<file path="src/rtl/event_timestamp_logger.sv">
// Logs {event code, 64-bit time of day} for matching events into a FWFT FIFO; TS_LOG_OVF_COUNT_EN adds OverflowCount.
// Entry visible one cycle after the matching edge; when Full, a match is dropped unless a pop happens in the same cycle.
module event_timestamp_logger #(
    parameter int DEPTH_LOG2 = 5
) (
    input  logic                  Clock,
    input  logic                  Reset,
    input  logic [7:0]            EventStream,
    input  logic [63:0]           TimeStamp,
    input  logic                  Enable,
    input  logic [7:0]            EventCode,
    input  logic                  RdEn,
    input  logic                  ClearOverflow,
    output logic [71:0]           RdData,
    output logic                  RdValid,
    output logic                  Empty,
    output logic                  Full,
    output logic [DEPTH_LOG2:0]   Count,
    output logic                  Overflow
`ifdef TS_LOG_OVF_COUNT_EN
    ,
    output logic [15:0]           OverflowCount
`endif
);

    localparam int DEPTH = 1 << DEPTH_LOG2;

    typedef struct packed {
        logic [7:0]  code;
        logic [63:0] ts;
    } entry_t;

    entry_t              mem [DEPTH];
    logic [DEPTH_LOG2:0] wr_ptr;
    logic [DEPTH_LOG2:0] rd_ptr;

    logic reserved;
    logic match;
    logic pop;
    logic push;
    logic drop;

    // Control codes of the event stream are never logged, whatever EventCode says.
    assign reserved = (EventStream == 8'h00) || (EventStream == 8'h70) ||
                      (EventStream == 8'h71) || (EventStream == 8'h7D);
    assign match    = Enable && (EventStream == EventCode) && !reserved;

    assign Empty   = (wr_ptr == rd_ptr);
    assign Full    = (wr_ptr[DEPTH_LOG2] != rd_ptr[DEPTH_LOG2]) &&
                     (wr_ptr[DEPTH_LOG2-1:0] == rd_ptr[DEPTH_LOG2-1:0]);
    assign Count   = wr_ptr - rd_ptr;
    assign RdValid = !Empty;

    assign pop  = RdEn && RdValid;
    assign push = match && (!Full || pop);
    assign drop = match && Full && !pop;

    assign RdData = RdValid ? mem[rd_ptr[DEPTH_LOG2-1:0]] : 72'h0;

    always_ff @(posedge Clock) begin
        if (push) begin
            mem[wr_ptr[DEPTH_LOG2-1:0]] <= '{code: EventStream, ts: TimeStamp};
        end
    end

    always_ff @(posedge Clock or posedge Reset) begin
        if (Reset) begin
            wr_ptr   <= '0;
            rd_ptr   <= '0;
            Overflow <= 1'b0;
        end else begin
            if (push) begin
                wr_ptr <= wr_ptr + 1'b1;
            end
            if (pop) begin
                rd_ptr <= rd_ptr + 1'b1;
            end
            if (drop) begin
                Overflow <= 1'b1;
            end else if (ClearOverflow) begin
                Overflow <= 1'b0;
            end
        end
    end

`ifdef TS_LOG_OVF_COUNT_EN
    always_ff @(posedge Clock or posedge Reset) begin
        if (Reset) begin
            OverflowCount <= 16'h0;
        end else if (ClearOverflow) begin
            OverflowCount <= drop ? 16'h1 : 16'h0;
        end else if (drop && (OverflowCount != 16'hFFFF)) begin
            OverflowCount <= OverflowCount + 16'h1;
        end
    end
`endif

endmodule

</file>
<file path="config.mk">
export PLATFORM = sky130hd
export DESIGN_NAME = event_timestamp_logger
export DESIGN_NICKNAME = d
export VERILOG_FILES = /design/src/rtl/event_timestamp_logger.sv
export SDC_FILE = /design/constraint.sdc
export NUM_CORES = 2
export LEC_CHECK = 0
export ABC_AREA = 1
export CAP_MARGIN = 20
export CORE_UTILIZATION = 45
export DETAILED_ROUTE_END_ITERATION = 10
export MAX_ROUTING_LAYER = met4
export SLEW_MARGIN = 20
export SYNTH_ARGS = -nofsm -noshare
export SYNTH_HDL_FRONTEND = slang
export SYNTH_SLANG_ARGS = --single-unit
</file>
<file path="constraint.sdc">
create_clock -name Clock -period 17 [get_ports Clock]
set_input_delay 2.55 -clock Clock [delete_from_list [all_inputs] [get_ports Clock]]
set_output_delay 2.55 -clock Clock [all_outputs]
set_load 0.03 [all_outputs]
</file>
* After elaboration in Yosys (flattened, before gate mapping)
Memory sizes are Yosys's and may differ from the RTL's.
Index checks and enable logic that the tools add are counted.
** Storage, ports and cells
- Bits in registers :: 13
- RAM bits :: 2304
- Input bits :: 85
- Logic and storage cells :: 36
- Memories :: 1
** Memory list
- mem :: depth 32, bits a word 72, rd ports 1, clocked after memory_dff 0, wr ports 1, line 33 : entry_t mem [DEPTH];
** Operators by class
- $add $sub $neg :: 3
- Equality and inequality tests :: 7
- Multiplexer cells :: 5
- Reduce and logical (&&, ||, !) cells :: 17
** Operators by type and width (number)
- 72-bit 2-to-1 mux :: 1
- 8-bit by 7-bit == test with 1-bit output (second input constant) :: 3
- 6-bit by 1-bit adder with 6-bit output (second input constant) :: 2
- 8-bit == test :: 1
- 8-bit zero test :: 1
- 1-bit logical AND :: 7
- 6-bit == test :: 1
- 6-bit subtractor :: 1
- 5-bit == test :: 1
- 1-bit zero test :: 4
- 1-bit logical OR :: 4
- 1-bit 2-to-1 mux :: 4
- 2-bit nonzero test :: 1
- 1-bit != test :: 1

* Logic depth before layout (Yosys ltp)
- Depth after elaboration :: 9
- Depth in mapped cells :: 15

* Worst setup path before layout
No wires, ideal clock.
- Path kind :: input port to flip-flop
- Start :: input port EventStream[2]
- End :: memory mem[31][0] (netlist bit), enable pin
- Setup time :: 591 ps
- Data arrival time :: 8186 ps
- Setup slack :: 8223 ps
- Stages on the path :: 10
- Cells stage by stage :: inv_1 > nand2_1 > nand2_1 > nand2_1 > nor2_1 > nand2_1 > nor2_1 > buf_2 > nand2_1 > nor3_1
** On the way
- Longest elaborated chain between the ends :: 9
** RTL lines
- from (decl) :: line 8 : input logic [7:0] EventStream,
- 8-bit by 7-bit == test with 1-bit output or 8-bit zero test (tied branches) :: line 44 : assign reserved = (EventStream == 8'h00) || (EventStream == 8'h70) ||
- 1-bit logical OR (2 in a row) :: line 44
- 1-bit logical OR :: line 45 : (EventStream == 8'h71) || (EventStream == 8'h7D);
- 1-bit zero test :: line 46 : assign match = Enable && (EventStream == EventCode) && !reserved;
- 1-bit logical AND (*) :: line 46
- 1-bit logical AND (*) :: line 55 : assign push = match && (!Full || pop);
- 1-bit 2-to-1 mux (*) :: line 61 : if (push) begin
- 1-bit 2-to-1 mux (not written as such) (*) :: line 62 : mem[wr_ptr[DEPTH_LOG2-1:0]] <= '{code: EventStream, ts: TimeStamp};
- to (decl) :: line 33
Every way passes the cells marked *; elsewhere a longest branch is shown, timed or not.

* Worst setup path in the final report
- Start :: register rd_ptr[0]
- End :: output port RdData[35]
** On the way
- Longest elaborated chain between the ends :: 2
** RTL lines
- from (decl) :: line 35 : logic [DEPTH_LOG2:0] rd_ptr;
- from (signal assigned) :: line 76 : rd_ptr <= rd_ptr + 1'b1;
- memory read 32 x 72 bit or 6-bit == test (tied branches)
- 72-bit 2-to-1 mux (*) :: line 58 : assign RdData = RdValid ? mem[rd_ptr[DEPTH_LOG2-1:0]] : 72'h0;
- to (decl) :: line 14 : output logic [71:0] RdData,
Marked as above.

==> flow_metrics.tcl <==
set metrics [dict create \
    cts_inserted_buffers 229 \
    netSwitchingPower_w 0.00680 \
    setup.worst_path.end_class "primary output" \
    insertion_delay_ns 0.87 \
    core_footprint_mm2 0.207 \
    worstSetupStartpointType "flop" \
    vias 61325 \
    grt-ovfl-total 0 \
    drcViolationCount 0 \
    crit_path_max_delay_cell_type "sky130_fd_sc_hd__buf_4" \
    final_total_power_w 0.0176 \
    min_to "wr_ptr[5]$_DFFE_PP0P_" \
    flop_pwr_share_pct 36.2 \
    rsz0062_at_grt "false" \
    cellLeakagePower_nw 36.8 \
    timing_worst_setup_path_type "reg -> out" \
    synthesis.yosys.warnings 0 \
    run_status "finished clean" \
    place.gp.congestion 0.837 \
    cts-root-to-sink-buffers 3 \
    fp-row-count 167 \
    path_clk_slew_ns 0.06 \
    synthDominantAreaCellType "sky130_fd_sc_hd__edfxtp_1" \
    netlist_top_cells_area "sky130_fd_sc_hd__edfxtp_1 74%, sky130_fd_sc_hd__nor2_1 7.3%, sky130_fd_sc_hd__nand2_1 5.1%" \
    yosysMostFrequentCell "sky130_fd_sc_hd__edfxtp_1" \
    synth_seq_cells 2317 \
    synth.cell_area_mm2 0.0941 \
    pin_count 167 \
    synth-seq-area-share_pct 73.9 \
    timing.setup.tns_ns 0 \
    power_per_cell_area_mw_per_mm2 167 \
    syn_inst 8035 \
    drt_pre_antenna_iters 6 \
    synth_edf_count 2304 \
    synth.distinct_cells 26 \
    synthToLayoutAreaGrowth_pct 12.2 \
    antenna_found_initial 7 \
    grt_pass1_vias 58866 \
    drv.max_cap_violation_count 0 \
    reg2reg_from "rd_ptr[2]$_DFFE_PP0P_" \
    fp.dieArea_mm2 0.211 \
    layout-drive-gt1-share_pct 6.78 \
    switching_share_pct 38.6 \
    rr_worst_depth 11 \
    worst_ep_arrival_ns 6.63 \
    floorplan.die.height_um 459 \
    layout_setup_ws_ns 7.82 \
    postRouteWirelength_mm 266 \
    wl_per_cell_um 24.0 \
    final_period_minus_worst_setup_slack_ns 9.18 \
    origin_of_the_worst_min_delay_path "wr_ptr[5]$_DFFE_PP0P_" \
    detail-route-antenna-nets 0 \
    ctsResizeCount 0 \
    ctsHoldBuffers 0 \
    critical_path.cell_chain "inv_8 -> buf_4 -> buf_4 -> buf_4 -> o21ai_0 -> nand3_1 -> nand2_1 -> nor2_1 -> nor2_1 -> nor2_1 -> clkdlybuf4s50_1" \
    power_internal_w 0.0108 \
    worst_hold_path_type "reg -> reg" \
    detail_route.iter0.violations 6652 \
    cts.repair_timing.setup_buffer_count 0 \
    timing.clock.skew_ns 0.0279 \
    vias_per_cell 5.53 \
    clock_sink_count 2317 \
    power_frac_comb_pct 36.1 \
    r2r_setup_slack_ns 10.87 \
    slew_headroom_pct 23.2 \
    cts_root_buf "sky130_fd_sc_hd__clkbuf_16" \
    measured_slew_at_the_worst_slew_check_pin_ns 1.15 \
    wire_length_of_the_first_global_routing_pass_mm 391 \
    cts_tree "built" \
    clock_power_share_pct 27.7 \
    yosysTopAreaCellShare_pct 73.5 \
    clock.fmax_ghz 0.109 \
    maximum_number_of_pins_on_one_net_before_global_route_repair 227 \
    dpl_worst_slack_ns 8.82 \
    finalSetupViolations 0 \
    dpl.hpwl_mm 133 \
    avgSynthCellArea_um2 11.7 \
    initial_utilization_pct 45.3 \
    yosys_most_used_dff "sky130_fd_sc_hd__edfxtp_1" \
    groute.usage.overall_pct 25.7 \
    timing_hold_violations_final 0 \
    peakVddDrop_mv 0.172 \
    layout.core_utilization_pct 50.9 \
    synth_fp_nets 8131 \
    placement.io_buffers 166 \
    layout.nets 8191 \
    h_tree_depth 4 \
    post-route-period-util_pct 54.0 \
    synthArstFlopShare_pct 0.561 \
    timing_max_transition_violations_final 0 \
    worstPathMaxFanout 125 \
    slowest_delay_ns 0.87 \
    hold_path_depth 2 \
    critical_path_required_ns 14.45 \
    fp.dieW_um 459 \
    synth_top_cells_by_count "2304 x sky130_fd_sc_hd__edfxtp_1, 1818 x sky130_fd_sc_hd__nor2_1, 1289 x sky130_fd_sc_hd__nand2_1, 785 x sky130_fd_sc_hd__o21ai_0, 566 x sky130_fd_sc_hd__nand3_1" \
    rr_endpoint "mem[29][51]$_DFFE_PP_" \
]
[logic make-up after synthesis]
logic type,synth area share (%)
fa+ha+maj,0.154
flops,73.9
compound gates,6.75
buf+inv,3.40
xor+xnor,0.121
simple gates,15.7
[layout make-up]
cell class	instances	area, µm²
Antenna cell	3	7.51
Sequential cell	2317	69500
Clock inverter	137	1170
Clock buffer	291	6010
Fill cell	17929	102000
Multi-Input combinational cell	5008	21600
Inverter	222	881
Tap cell	2788	3490
Timing Repair Buffer	317	2880
[stage by stage]
step	hold WS, ns	instance area, µm²	cells
floorplan	0.481	94100	8035
global placement	0.494	98300	10648
detailed placement	0.519	98400	10650
CTS	0.532	106000	11078
global route	0.559	106000	11083
finish	0.536	106000	11083
[power by group through the flow]
| stage | clock network, W | logic (W) | registers, W |
|---|---|---|---|
| floorplan | 0 | 0.00420 | 0.00642 |
| global placement | 0 | 0.00630 | 0.00650 |
| detailed placement | 0 | 0.00633 | 0.00650 |
| CTS | 0.00495 | 0.00636 | 0.00638 |
| global route | 0.00517 | 0.00696 | 0.00638 |
| finish | 0.00489 | 0.00636 | 0.00637 |
[placed cells by master (no fill, tap or decap)]
cell type,n
sky130_fd_sc_hd__o21ai_0,785
sky130_fd_sc_hd__nor3_2,1
sky130_fd_sc_hd__bufinv_16,15
sky130_fd_sc_hd__buf_6,3
sky130_fd_sc_hd__clkinv_2,42
sky130_fd_sc_hd__inv_1,214
sky130_fd_sc_hd__inv_8,5
sky130_fd_sc_hd__clkbuf_16,231
sky130_fd_sc_hd__nand3b_1,1
sky130_fd_sc_hd__buf_2,24
sky130_fd_sc_hd__or2_2,34
sky130_fd_sc_hd__xnor2_1,4
sky130_fd_sc_hd__nand2_1,1289
sky130_fd_sc_hd__clkinv_8,3
sky130_fd_sc_hd__inv_16,3
sky130_fd_sc_hd__xor2_1,9
sky130_fd_sc_hd__fa_1,1
sky130_fd_sc_hd__ha_1,10
sky130_fd_sc_hd__clkinv_16,3
sky130_fd_sc_hd__nor2_2,1
sky130_fd_sc_hd__a21oi_1,220
sky130_fd_sc_hd__diode_2,3
sky130_fd_sc_hd__inv_4,2
sky130_fd_sc_hd__buf_16,4
sky130_fd_sc_hd__nor2_1,1786
sky130_fd_sc_hd__clkinv_1,61
sky130_fd_sc_hd__o21ai_1,263
sky130_fd_sc_hd__clkinv_4,2
sky130_fd_sc_hd__clkbuf_1,60
sky130_fd_sc_hd__buf_12,9
sky130_fd_sc_hd__inv_6,6
sky130_fd_sc_hd__clkinvlp_4,3
sky130_fd_sc_hd__dfrtp_1,9
sky130_fd_sc_hd__dfrtp_4,4
sky130_fd_sc_hd__buf_4,135
sky130_fd_sc_hd__edfxtp_1,2304
sky130_fd_sc_hd__nand3_1,566
sky130_fd_sc_hd__nor2_4,32
sky130_fd_sc_hd__nand4_1,6
sky130_fd_sc_hd__clkdlybuf4s50_1,142
[state kept, by name (all words and copies together) (netlist names)]
register / cells
wr_ptr: 6
Overflow: 1
mem: 2304
rd_ptr: 6
[metal layers]
metal | vias up | global-route usage [%] | routed length (µm)
li1 | 28009 | - | -
met4 | 0 | 6.64 | 6330
met3 | 401 | 3.36 | 19900
met2 | 2468 | 40.2 | 125000
met5 | - | - | 0
met1 | 30447 | 35.7 | 115000
[worst max-delay path: cells and delay by family, from the launching register on]
family,cells,cell delay (ns)
AO/OA/AOI/OAI,1,0.24
buffers and inverters,5,3.76
flip-flops,1,0.73
AND/OR/NAND/NOR,5,0.74
[worst max path at each step]
stage / from / cells after the start / to
floorplan: EventStream[2] / 10 / mem[31][0]$_DFFE_PP_
finish: rd_ptr[0]$_DFFE_PP0P_ / 11 / RdData[35]
global placement: rd_ptr[0]$_DFFE_PP0P_ / 13 / RdData[35]
global route: rd_ptr[0]$_DFFE_PP0P_ / 13 / RdData[35]
CTS: rd_ptr[0]$_DFFE_PP0P_ / 11 / RdData[35]
detailed placement: rd_ptr[0]$_DFFE_PP0P_ / 11 / RdData[35]
(Power assumes the default switching activity.)
